<file path="src/rtl/ir_sm_decode.sv">
`default_nettype none
// ============================================================================
//  Module   : ir_sm_decode
//  Purpose  : Instruction register, fetch/execute machine-state toggle,
//             carry/zero flag registers, fetched-instruction counter and
//             one-hot combinational instruction decode for a small CPU.
//  Ports    : clk, rst (async, active-high)
//             ins[7:0], ir_ld      - instruction byte and IR load strobe
//             sm_en                - machine-state toggle enable
//             cf_en, zf_en         - flag update enables (execute state only)
//             alu_cf, alu_zf       - flag sources from ALU/shifter
//             ir[7:0], sm          - instruction register, machine state
//             movea..halt          - one-hot decode of ir
//             cf, zf               - registered flags
//             icount[7:0]          - fetched-instruction counter
//             illegal              - ir holds an unassigned encoding
//  Config   : ILLEGAL_TRAP_EN - when defined, unassigned encodings decode as
//             halt and raise illegal; otherwise they decode as nop and
//             illegal is tied low.
//  Revision : 1.0 - initial release
// ============================================================================
module ir_sm_decode (
   input  logic       clk,
   input  logic       rst,
   input  logic [7:0] ins,
   input  logic       ir_ld,
   input  logic       sm_en,
   input  logic       cf_en,
   input  logic       zf_en,
   input  logic       alu_cf,
   input  logic       alu_zf,
   output logic [7:0] ir,
   output logic       sm,
   output logic       movea,
   output logic       moveb,
   output logic       movec,
   output logic       add,
   output logic       sub,
   output logic       and1,
   output logic       not1,
   output logic       rsr,
   output logic       rsl,
   output logic       jmp,
   output logic       jz,
   output logic       jc,
   output logic       in1,
   output logic       out1,
   output logic       nop,
   output logic       halt,
   output logic       cf,
   output logic       zf,
   output logic [7:0] icount,
   output logic       illegal
);

   typedef enum logic {
      ST_FETCH = 1'b0,
      ST_EXEC  = 1'b1
   } state_t;

   state_t state;
   logic   unassigned;

   // All architectural state. Flag updates look at the state before the
   // edge, so a flag write lands in the execute cycle even if sm toggles
   // back to fetch on the same edge.
   always_ff @(posedge clk or posedge rst) begin
      if (rst) begin
         state  <= ST_FETCH;
         ir     <= 8'h00;
         icount <= 8'h00;
         cf     <= 1'b0;
         zf     <= 1'b0;
      end else begin
         if (sm_en) begin
            state <= (state == ST_FETCH) ? ST_EXEC : ST_FETCH;
         end
         if (ir_ld) begin
            ir     <= ins;
            icount <= icount + 8'd1;
         end
         if ((state == ST_EXEC) && cf_en) begin
            cf <= alu_cf;
         end
         if ((state == ST_EXEC) && zf_en) begin
            zf <= alu_zf;
         end
      end
   end

   assign sm = (state == ST_EXEC);

   // Zero-latency one-hot decode from the current ir.
   always_comb begin
      movea      = 1'b0;
      moveb      = 1'b0;
      movec      = 1'b0;
      add        = 1'b0;
      sub        = 1'b0;
      and1       = 1'b0;
      not1       = 1'b0;
      rsr        = 1'b0;
      rsl        = 1'b0;
      jmp        = 1'b0;
      jz         = 1'b0;
      jc         = 1'b0;
      in1        = 1'b0;
      out1       = 1'b0;
      nop        = 1'b0;
      halt       = 1'b0;
      unassigned = 1'b0;
      case (ir[7:4])
         4'b1100: movea = 1'b1;
         4'b1101: moveb = 1'b1;
         4'b1110: movec = 1'b1;
         4'b1001: add   = 1'b1;
         4'b0110: sub   = 1'b1;
         4'b1011: and1  = 1'b1;
         4'b0101: not1  = 1'b1;
         4'b1010: begin
            case (ir[1:0])
               2'b00:   rsr        = 1'b1;
               2'b11:   rsl        = 1'b1;
               default: unassigned = 1'b1;
            endcase
         end
         4'b0011: begin
            case (ir[1:0])
               2'b00:   jmp        = 1'b1;
               2'b01:   jz         = 1'b1;
               2'b10:   jc         = 1'b1;
               default: unassigned = 1'b1;
            endcase
         end
         4'b0010: in1   = 1'b1;
         4'b0100: out1  = 1'b1;
         4'b0000: nop   = 1'b1;
         4'b1000: halt  = 1'b1;
         default: unassigned = 1'b1;   // 0001, 0111, 1111
      endcase
`ifdef ILLEGAL_TRAP_EN
      // Trap: stop the machine on anything undefined.
      if (unassigned) halt = 1'b1;
`else
      // Tolerant: treat anything undefined as a no-operation.
      if (unassigned) nop = 1'b1;
`endif
   end

`ifdef ILLEGAL_TRAP_EN
   assign illegal = unassigned;
`else
   assign illegal = 1'b0;
`endif

endmodule
`default_nettype wire

</file>
<file path="config.mk">
export PLATFORM = sky130hd
export DESIGN_NAME = ir_sm_decode
export DESIGN_NICKNAME = d
export VERILOG_FILES = /design/src/rtl/ir_sm_decode.sv
export SDC_FILE = /design/constraint.sdc
export NUM_CORES = 1
export LEC_CHECK = 0
export ABC_AREA = 1
export ABC_CLOCK_PERIOD_IN_PS = 1400
export BUFFER_PORTS_ARGS = -buffer_cell sky130_fd_sc_hd__buf_2
export CAP_MARGIN = 20
export CORE_UTILIZATION = 47
export CTS_BUF_LIST = sky130_fd_sc_hd__clkbuf_8
export DETAILED_ROUTE_END_ITERATION = 8
export GPL_TIMING_DRIVEN = 0
export PLACE_DENSITY = 0.81
export SYNTH_ARGS = -nofsm -noshare
export SYNTH_HDL_FRONTEND = slang
export SYNTH_SLANG_ARGS = --single-unit
</file>
<file path="constraint.sdc">
create_clock -name clk -period 1.4 [get_ports clk]
set_input_delay 0 -clock clk [delete_from_list [all_inputs] [get_ports clk]]
set_output_delay 0 -clock clk [all_outputs]
set_load 0.01 [all_outputs]
</file>
==> summary.txt, run 1 <==
commonest non-fill, non-tap cell in the layout: buf_2
diode count: 0
combinational power share: 0.402
cell area after synthesis: 1080 µm²
setup violators final: 0
Critical Path AT: 1370 ps
initial antenna violation count: 0
Finished Layout Cells: 230
Post-Place Worst Slack: 237 ps
Max Slew Vio Count: 0
Area Growth Syn to Fin: 47.5%
Vias per Instance: 4.59
# DRC: 0
maximum vdd drop: 0.00108 V
I/O pin count: 52
Worst Max-Slew Pin Slew: 691 ps
Port Buf Inserts: 49
Die Y: 50.0 µm
multi-input logic area: 518 µm²
vias in the first global route: 961
Crit path required time: 1400 ps
power consumption: 2.19 mW
Power Dens Cells: 1370 nW/µm²
Clock Power Share: 0.171
number of DRC markers in iteration 0: 10
Detailed Route WL: 2430 µm
Mean Syn Cell Area: 8.20 µm²
outcome: completed
first-pass GRT wire length: 3930 µm
simple-gate share of the synthesized area: 0.275
Seq pwr share: 0.427
clk slew on worst S/H paths: 80 ps
fin crit period: 1370 ps
HPWL Detailed: 1640 µm
Seq/Total Area, Yosys: 0.439
Compound-Gate Fraction of Synth Area: 0.0439
post-synth cell types: 25
Post-Syn Instances: 132
deepest clock path buffer count: 2
DRT Pass-1 Iters: 4
clk_lat worst skew: 260 ps
global route overflow: 0
largest net degree at the start of global routing: 20
overall die width: 50.0 µm
main combinational cell family by area after synthesis: simple AND/OR/NAND/NOR gates
Cell Rows: 17
switching part of the total power: 0.387
share of cells above drive strength 1: 0.401
Seq cells post-synth: 19
DR vias: 1,056
mux contribution to synthesized area: 0.0416
Pint: 1.34 mW
setup slack after layout: 33.5 ps
Synth Area in Adders: 0.0578
Max Cap Violations: 0
Slew HR: 0.539
xor/xnor share of the synthesized area: 0.0405
Hold Crit Class: primary input to async pin
final hold viol count: 0
root buffer cell: clkbuf_8
CP Capture Type: output pin
Die Area: 2500 µm²
gpl congestion: 0.778
most frequent cells in the layout: buf_2 (50), nand2_1 (29), nor2_1 (20)
Max FO, Critical Path: 6
placed cells: 209
Fmax: 732 MHz
fin crit share: 0.976
fill count: 164
GRT Util Overall: 0.205
Clock Skews: 8.97 ps
Routed wire per std cell: 10.6 µm
# clock sinks: 19
post-synth net total: 153
Synth warnings: 0
Starting Density: 0.494
htree depth: 1
layout net count: 224
final core utilization: 0.729
cts bufs inserted: 3
leakage power: 0.891 nW
Final ANT Viol Nets: 0
kind of critical path: flop to output pin
Hold WS: 404 ps
sequential cell area: 480 µm²
CTS tree: done
core area: 2190 µm²
Net Sw Power: 0.847 mW
Startpoint Class: flop
RSZ-0062 raised after global routing: yes
synth_stat cells:
master     n  area [µm²]
nand2_1   30         113
nor2_1    21        78.8
dfrtp_1   19         475
inv_1     19        71.3
ha_1       5        62.6
o21ai_1    5        25.0
mux2_2     4        45.0
xor2_1     4        35.0
nand2_2    3        18.8
nand3_1    3        15.0
a21oi_1    2        10.0
a31oi_1    2        12.5
inv_2      2        7.51
nand2_4    2        22.5
buf_2      1        5.00
buf_4      1        7.51
buf_6      1        11.3
clkinv_1   1        3.75
conb_1     1        3.75
nand3b_1   1        7.51
nor2_2     1        6.26
nor2_4     1        11.3
nor2_8     1        20.0
nor3_1     1        5.00
xnor2_1    1        8.76
state kept, by name, summed over array words and instances (netlist names):
register / count
icount: 8
ir: 8
cf: 1
sm: 1
zf: 1
cell families after synthesis:
family | count (synthesis)
compound gates | 9
xor+xnor | 5
fa+ha+maj | 5
buf+inv | 25
flops | 19
mux | 4
other cells | 1
simple gates | 64
worst max-delay path: stages (launching register included):
cell,delay [ps]
dfrtp_1,440
nor2_2,170
nand2_2,90
nor2_1,150
nor2_1,80
nand2_1,60
buf_2,120
power groups by stage:
stage / logic, mW / clock network (mW) / registers [mW]
final: 0.879 / 0.375 / 0.933
after global routing: 0.987 / 0.410 / 0.966
after CTS: 0.868 / 0.388 / 0.922
after detailed placement: 0.796 / 0 / 0.929
after global placement: 0.766 / 0 / 0.915
after floorplan: 0.436 / 0 / 0.989
layer usage:
layer,track usage,vias up,wire length (µm)
met1,0.244,483,1040
li1,-,533,-
met3,0.0370,4,103
met2,0.371,36,1260
met5,0,-,0
met4,0.0571,0,25
area by class of cell:
type / count / area share
repair buffers: 66 / 0.257
clock inverters: 1 / 0.00313
well taps: 28 / 0.0219
plain buffers: 3 / 0.0149
clock buffers: 3 / 0.0259
inverters: 22 / 0.0517
flip-flops and latches: 19 / 0.301
multi-input cells: 88 / 0.324
timing repair:
item / 4_1_cts / 5_1_grt
setup buffers: 0 / 2
hold endpoints to repair: 31 / 0
resized for setup: 0 / 9
hold buffers: 15 / 0
endpoints found under the setup margin: 0 / 3
per-stage QoR:
stage	cell area (µm²)	setup TNS, ps
floorplan	1080	0
global placement	1360	0
detailed placement	1360	0
CTS	1560	0
global route	1600	-74.2
finish	1600	0
path summary, 6_finish.rpt:
| path | startpoint | endpoint | slack, ps | depth (start not counted) |
|---|---|---|---|---|
| setup / recovery | ir[7]$_DFFE_PP0P_ | nop | 30 | 6 |
| hold / removal | rst | ir[1]$_DFFE_PP0P_ | 400 | 3 |
| setup reg to reg | sm$_DFFE_PP0P_ | cf$_DFFE_PP0P_ | 70 | 3 |
| hold reg to reg | icount[7]$_DFFE_PP0P_ | icount[7]$_DFFE_PP0P_ | 490 | 2 |
| max in group asynchronous | rst | ir[6]$_DFFE_PP0P_ | 500 | 3 |
| min in group clk | sm_en | sm$_DFFE_PP0P_ | 450 | 3 |
No activity file was read; power rests on OpenSTA's default activity.
==> inputs of run 2 (changes only) <==
CORE_UTILIZATION = 40   (was 47)
PLACE_DENSITY = 0.71   (was 0.81)
==> run 2 against run 1 <==
Effect of this change:
- via count decreased by 1.5%
- die area increased by 17%
- sequential power about the same
- largest cell class unchanged
- largest power group unchanged
- sequential share of layout area decreased by 0.47 points
- maximum frequency about the same
- cell area increased by 1.3%
==> summary.txt, run 2 (synthesis gave the netlist of run 1 again) <==
outcome: completed
diode count: 0
maximum vdd drop: 0.000933 V
Startpoint Class: flop
Area Growth Syn to Fin: 49.5%
Die Y: 54.0 µm
fin crit period: 1370 ps
Regs by FF count: icount x8, ir x8
DRT Pass-1 Iters: 4
# clock sinks: 19
kind of critical path: flop to flop
reg2reg setup slack: 30 ps
CP cell instances: a21oi_1 -> a31oi_1 -> dlygate4sd3_1
Clock Skews: 3.22 ps
Routed wire per std cell: 10.6 µm
root buffer cell: clkbuf_8
first-pass GRT wire length: 3680 µm
final hold viol count: 0
Die Area: 2920 µm²
Critical Path AT: 1490 ps
CP max stage cell: dlygate4sd3_1
fin crit share: 0.977
Starting Density: 0.429
cts bufs inserted: 3
final core utilization: 0.641
CP Capture Type: flop
most frequent cells in the layout: buf_2 (50), nand2_1 (30), inv_1 (19), nor2_1 (19), dfrtp_1 (16)
htree depth: 1
crit-path max cell delay: 570 ps
Critical R2R Capture: cf$_DFFE_PP0P_
number of DRC markers in iteration 0: 19
leakage power: 0.900 nW
HPWL Detailed: 1690 µm
Power Dens Cells: 1350 nW/µm²
Crit path required time: 1520 ps
I/O pin count: 52
Worst R2R Path Depth: 3
# DRC: 0
share of cells above drive strength 1: 0.394
global route overflow: 0
sequential cell area: 479 µm²
Hold WS: 417 ps
gpl congestion: 0.702
RSZ-0062 raised after global routing: yes
commonest non-fill, non-tap cell in the layout: buf_2
Max Slew Vio Count: 0
Max Cap Violations: 0
fill count: 244
deepest clock path buffer count: 2
core area: 2520 µm²
Port Buf Inserts: 49
largest net degree at the start of global routing: 20
layout net count: 225
clk slew on worst S/H paths: 70 ps
Worst Max-Slew Pin Slew: 697 ps
GRT Util Overall: 0.174
Vias per Instance: 4.46
Hold Crit Class: primary input to async pin
clk_lat worst skew: 250 ps
DR vias: 1,040
multi-input logic area: 528 µm²
Detailed Route WL: 2480 µm
Slew HR: 0.535
r2r startpoint: sm$_DFFE_PP0P_
Final ANT Viol Nets: 0
initial antenna violation count: 0
Fmax: 731 MHz
overall die width: 54.0 µm
CTS tree: done
setup violators final: 0
Cell Rows: 18
vias in the first global route: 907
Max FO, Critical Path: 6
run 2: cell types whose count changed in the layout (fill, tap and decap cells not counted):
cell | previous run | this run
dfrtp_1 | 15 | 16
nand3_1 | 3 | 2
inv_2 | 4 | 3
nand3_2 | 0 | 1
nor2_1 | 20 | 19
nand2_2 | 4 | 3
dfrtp_2 | 4 | 3
buf_6 | 1 | 2
inv_1 | 17 | 19
nor2_4 | 1 | 2
clkinv_2 | 1 | 0
nand2_1 | 29 | 30
run 2: cell type report:
cell class | count | area share
clock inverter | 1 | 0.00232
multi-input combinational | 88 | 0.326
clock buffer | 3 | 0.0255
tap | 30 | 0.0232
timing repair buffer | 67 | 0.261
sequential | 19 | 0.296
inverter | 22 | 0.0510
buffer | 3 | 0.0147
run 2: timing repair:
| item | CTS | global route |
|---|---|---|
| resized for setup | 0 | 10 |
| buffers inserted | 0 | 3 |
| endpoints found under the hold margin | 31 | 0 |
| hold buffers | 15 | 0 |
| setup endpoints to repair | 0 | 4 |
run 2: worst max-delay path, delay by kind of cell (launching register included):
family / cells / cell delay (ps)
buffers and inverters: 1 / 570
DFF: 1 / 450
AOI/OAI and AO/OA: 2 / 230
run 2: worst max path at each step:
stage                     slack (ps)                    end                   from  cells after the start
after floorplan                  260  icount[6]$_DFFE_PP0P_  icount[0]$_DFFE_PP0P_                      6
after global placement           280  icount[6]$_DFFE_PP0P_  icount[0]$_DFFE_PP0P_                      6
after detailed placement         250  icount[6]$_DFFE_PP0P_  icount[0]$_DFFE_PP0P_                      6
after CTS                         10                    nop      ir[0]$_DFFE_PP0P_                      7
after global routing             -60                    nop      ir[1]$_DFFE_PP0P_                      7
final                             30         cf$_DFFE_PP0P_         sm$_DFFE_PP0P_                      3
run 2: metal layers:
| metal | track usage | vias to the layer above | routed length [µm] |
|---|---|---|---|
| li1 | - | 541 | - |
| met2 | 0.327 | 36 | 1300 |
| met5 | 0 | - | 0 |
| met1 | 0.207 | 463 | 1050 |
| met4 | 0.0342 | 0 | 0 |
| met3 | 0.0254 | 0 | 124 |
run 2: metrics by stage:
stage / instances / TNS, ps / instance area [µm²] / power [mW] / worst slack (ps)
2_1_floorplan: 132 / 0 / 1080 / 1.42 / 262
6_report: 233 / 0 / 1620 / 2.19 / 32.5
5_1_grt: 233 / -59.9 / 1620 / 2.36 / -59.9
3_5_place_dp: 211 / 0 / 1370 / 1.72 / 249
3_3_place_gp: 211 / 0 / 1370 / 1.69 / 278
4_1_cts: 230 / 0 / 1560 / 2.17 / 11.4
run 2: where the power goes:
part	switching, mW	leakage, nW	internal [mW]
Clock	0.161	0.0269	0.194
Sequential	0.204	0.218	0.729
Combinational	0.476	0.655	0.425
==> inputs of run 3 (changes only) <==
ABC_CLOCK_PERIOD_IN_PS = 1500   (was 1400)
MAX_ROUTING_LAYER = met4   (was unset)
clock period = 1.5 ns   (was 1.4 ns; I/O delays follow)
==> run 3 against run 2 <==
Effect of this change:
- first-iteration DRC count increased by 5.3%
- core utilization decreased by 1.6 points
- maximum frequency decreased by 1.4%
- die area unchanged
- global-route usage increased by 0.51 points
- clock power decreased by 6.5%
- critical path depth unchanged
==> summary.txt, run 3 (synthesis gave the netlist of run 1 again) <==
Power Dens Cells: 1280 nW/µm²
deepest clock path buffer count: 2
Startpoint Class: flop
setup TNS: 0 ps
share of cells above drive strength 1: 0.356
Slew HR: 0.534
diode count: 0
largest net degree at the start of global routing: 20
final hold viol count: 0
fin crit period: 1390 ps
htree depth: 1
commonest non-fill, non-tap cell in the layout: buf_2
first-pass GRT wire length: 3680 µm
kind of critical path: flop to flop
sequential cell area: 477 µm²
Hold Crit Class: primary input to async pin
HPWL Detailed: 1690 µm
# clock sinks: 19
clk slew on worst S/H paths: 70 ps
Clock Skews: 3.02 ps
Max Slew Vio Count: 0
vias in the first global route: 907
root buffer cell: clkbuf_8
CP max stage cell: dlygate4sd3_1
CP cell instances: a21oi_1 -> a31oi_1 -> dlygate4sd3_1
outcome: completed
fin crit share: 0.924
Routed wire per std cell: 10.3 µm
Max Cap Violations: 0
# DRC: 0
cts bufs inserted: 3
Starting Density: 0.429
core area: 2520 µm²
number of DRC markers in iteration 0: 20
most frequent cells in the layout: buf_2 (50), nand2_1 (30), nor2_1 (21)
crit-path max cell delay: 580 ps
Detailed Route WL: 2390 µm
layout net count: 224
GRT Util Overall: 0.179
leakage power: 0.896 nW
Vias per Instance: 4.47
Design Area, Final: 1580 µm²
Regs by FF count: icount x8, ir x8
Die Y: 54.0 µm
initial antenna violation count: 0
Crit path required time: 1630 ps
Port Buf Inserts: 49
CP Capture Type: flop
clk_lat worst skew: 250 ps
Placed Area: 1370 µm²
Worst Max-Slew Pin Slew: 697 ps
Max FO, Critical Path: 6
gpl congestion: 0.709
Cell Rows: 18
Die Area: 2920 µm²
RSZ-0062 raised after global routing: no
DR vias: 1,036
maximum vdd drop: 0.000873 V
Fmax: 721 MHz
DRT Pass-1 Iters: 4
Final ANT Viol Nets: 0
Critical Path AT: 1510 ps
Area Growth Syn to Fin: 45.7%
fill count: 247
multi-input logic area: 500 µm²
I/O pin count: 52
global route overflow: 0
power consumption: 2.02 mW
overall die width: 54.0 µm
CTS tree: done
setup violators final: 0
## run 3: cell count changes in the layout (fill, tap and decap cells not counted), sizes merged
cell / previous run / this run
buf: 55 / 54
## run 3: report_power, final
group          switching (mW)  leakage [nW]  internal [mW]  total [mW]
clock network           0.151        0.0269          0.181       0.332
logic                   0.435         0.649          0.385       0.819
registers               0.187         0.220          0.677       0.864
## run 3: routing by layer
layer	up-vias	track usage	wire, µm	share of wire
li1	537	-	-	-
met1	463	0.207	1040	0.44
met2	36	0.327	1220	0.51
met3	0	0.0254	122	0.051
met4	0	0.0342	0	0
met5	-	-	0	0
## run 3: path summary, 6_finish.rpt
check | slack, ps | depth (start not counted) | startpoint | end
worst max-delay path | 110 | 3 | sm$_DFFE_PP0P_ | cf$_DFFE_PP0P_
worst min-delay path | 420 | 3 | rst | icount[3]$_DFFE_PP0P_
worst max register to register | 110 | 3 | sm$_DFFE_PP0P_ | cf$_DFFE_PP0P_
worst min register to register | 490 | 2 | icount[7]$_DFFE_PP0P_ | icount[7]$_DFFE_PP0P_
max in group asynchronous | 600 | 3 | rst | ir[7]$_DFFE_PP0P_
min in group clk | 490 | 2 | icount[7]$_DFFE_PP0P_ | icount[7]$_DFFE_PP0P_
## run 3: cell type report
class	instances	area share
Tap cell	30	0.0238
Clock inverter	1	0.00238
Buffer	3	0.0151
Multi-Input combinational cell	88	0.317
Timing Repair Buffer	66	0.260
Sequential cell	19	0.302
Clock buffer	3	0.0262
Inverter	22	0.0524
## run 3: what timing repair did
| item | CTS | global route |
|---|---|---|
| gates resized for setup | 0 | 1 |
| endpoints found under the setup margin | 0 | 1 |
| hold buffers | 15 | 0 |
| endpoints found under the hold margin | 31 | 0 |
| setup buffers | 0 | 2 |
## run 3: stage by stage
step / setup WS [ps] / utilization / hold WS [ps] / std cells
after floorplan: 362 / - / -48.9 / 132
after global placement: 378 / 0.541 / 144 / 211
after detailed placement: 349 / 0.541 / 156 / 211
after CTS: 111 / 0.619 / 453 / 230
after global routing: 32.7 / 0.625 / 497 / 232
final: 114 / 0.625 / 417 / 232
## run 3: critical path, delay by kind of cell, from the launching register on
kind                   cells  cell delay (ps)
buffers and inverters      1              580
DFF                        1              450
AOI/OAI and AO/OA          2              240
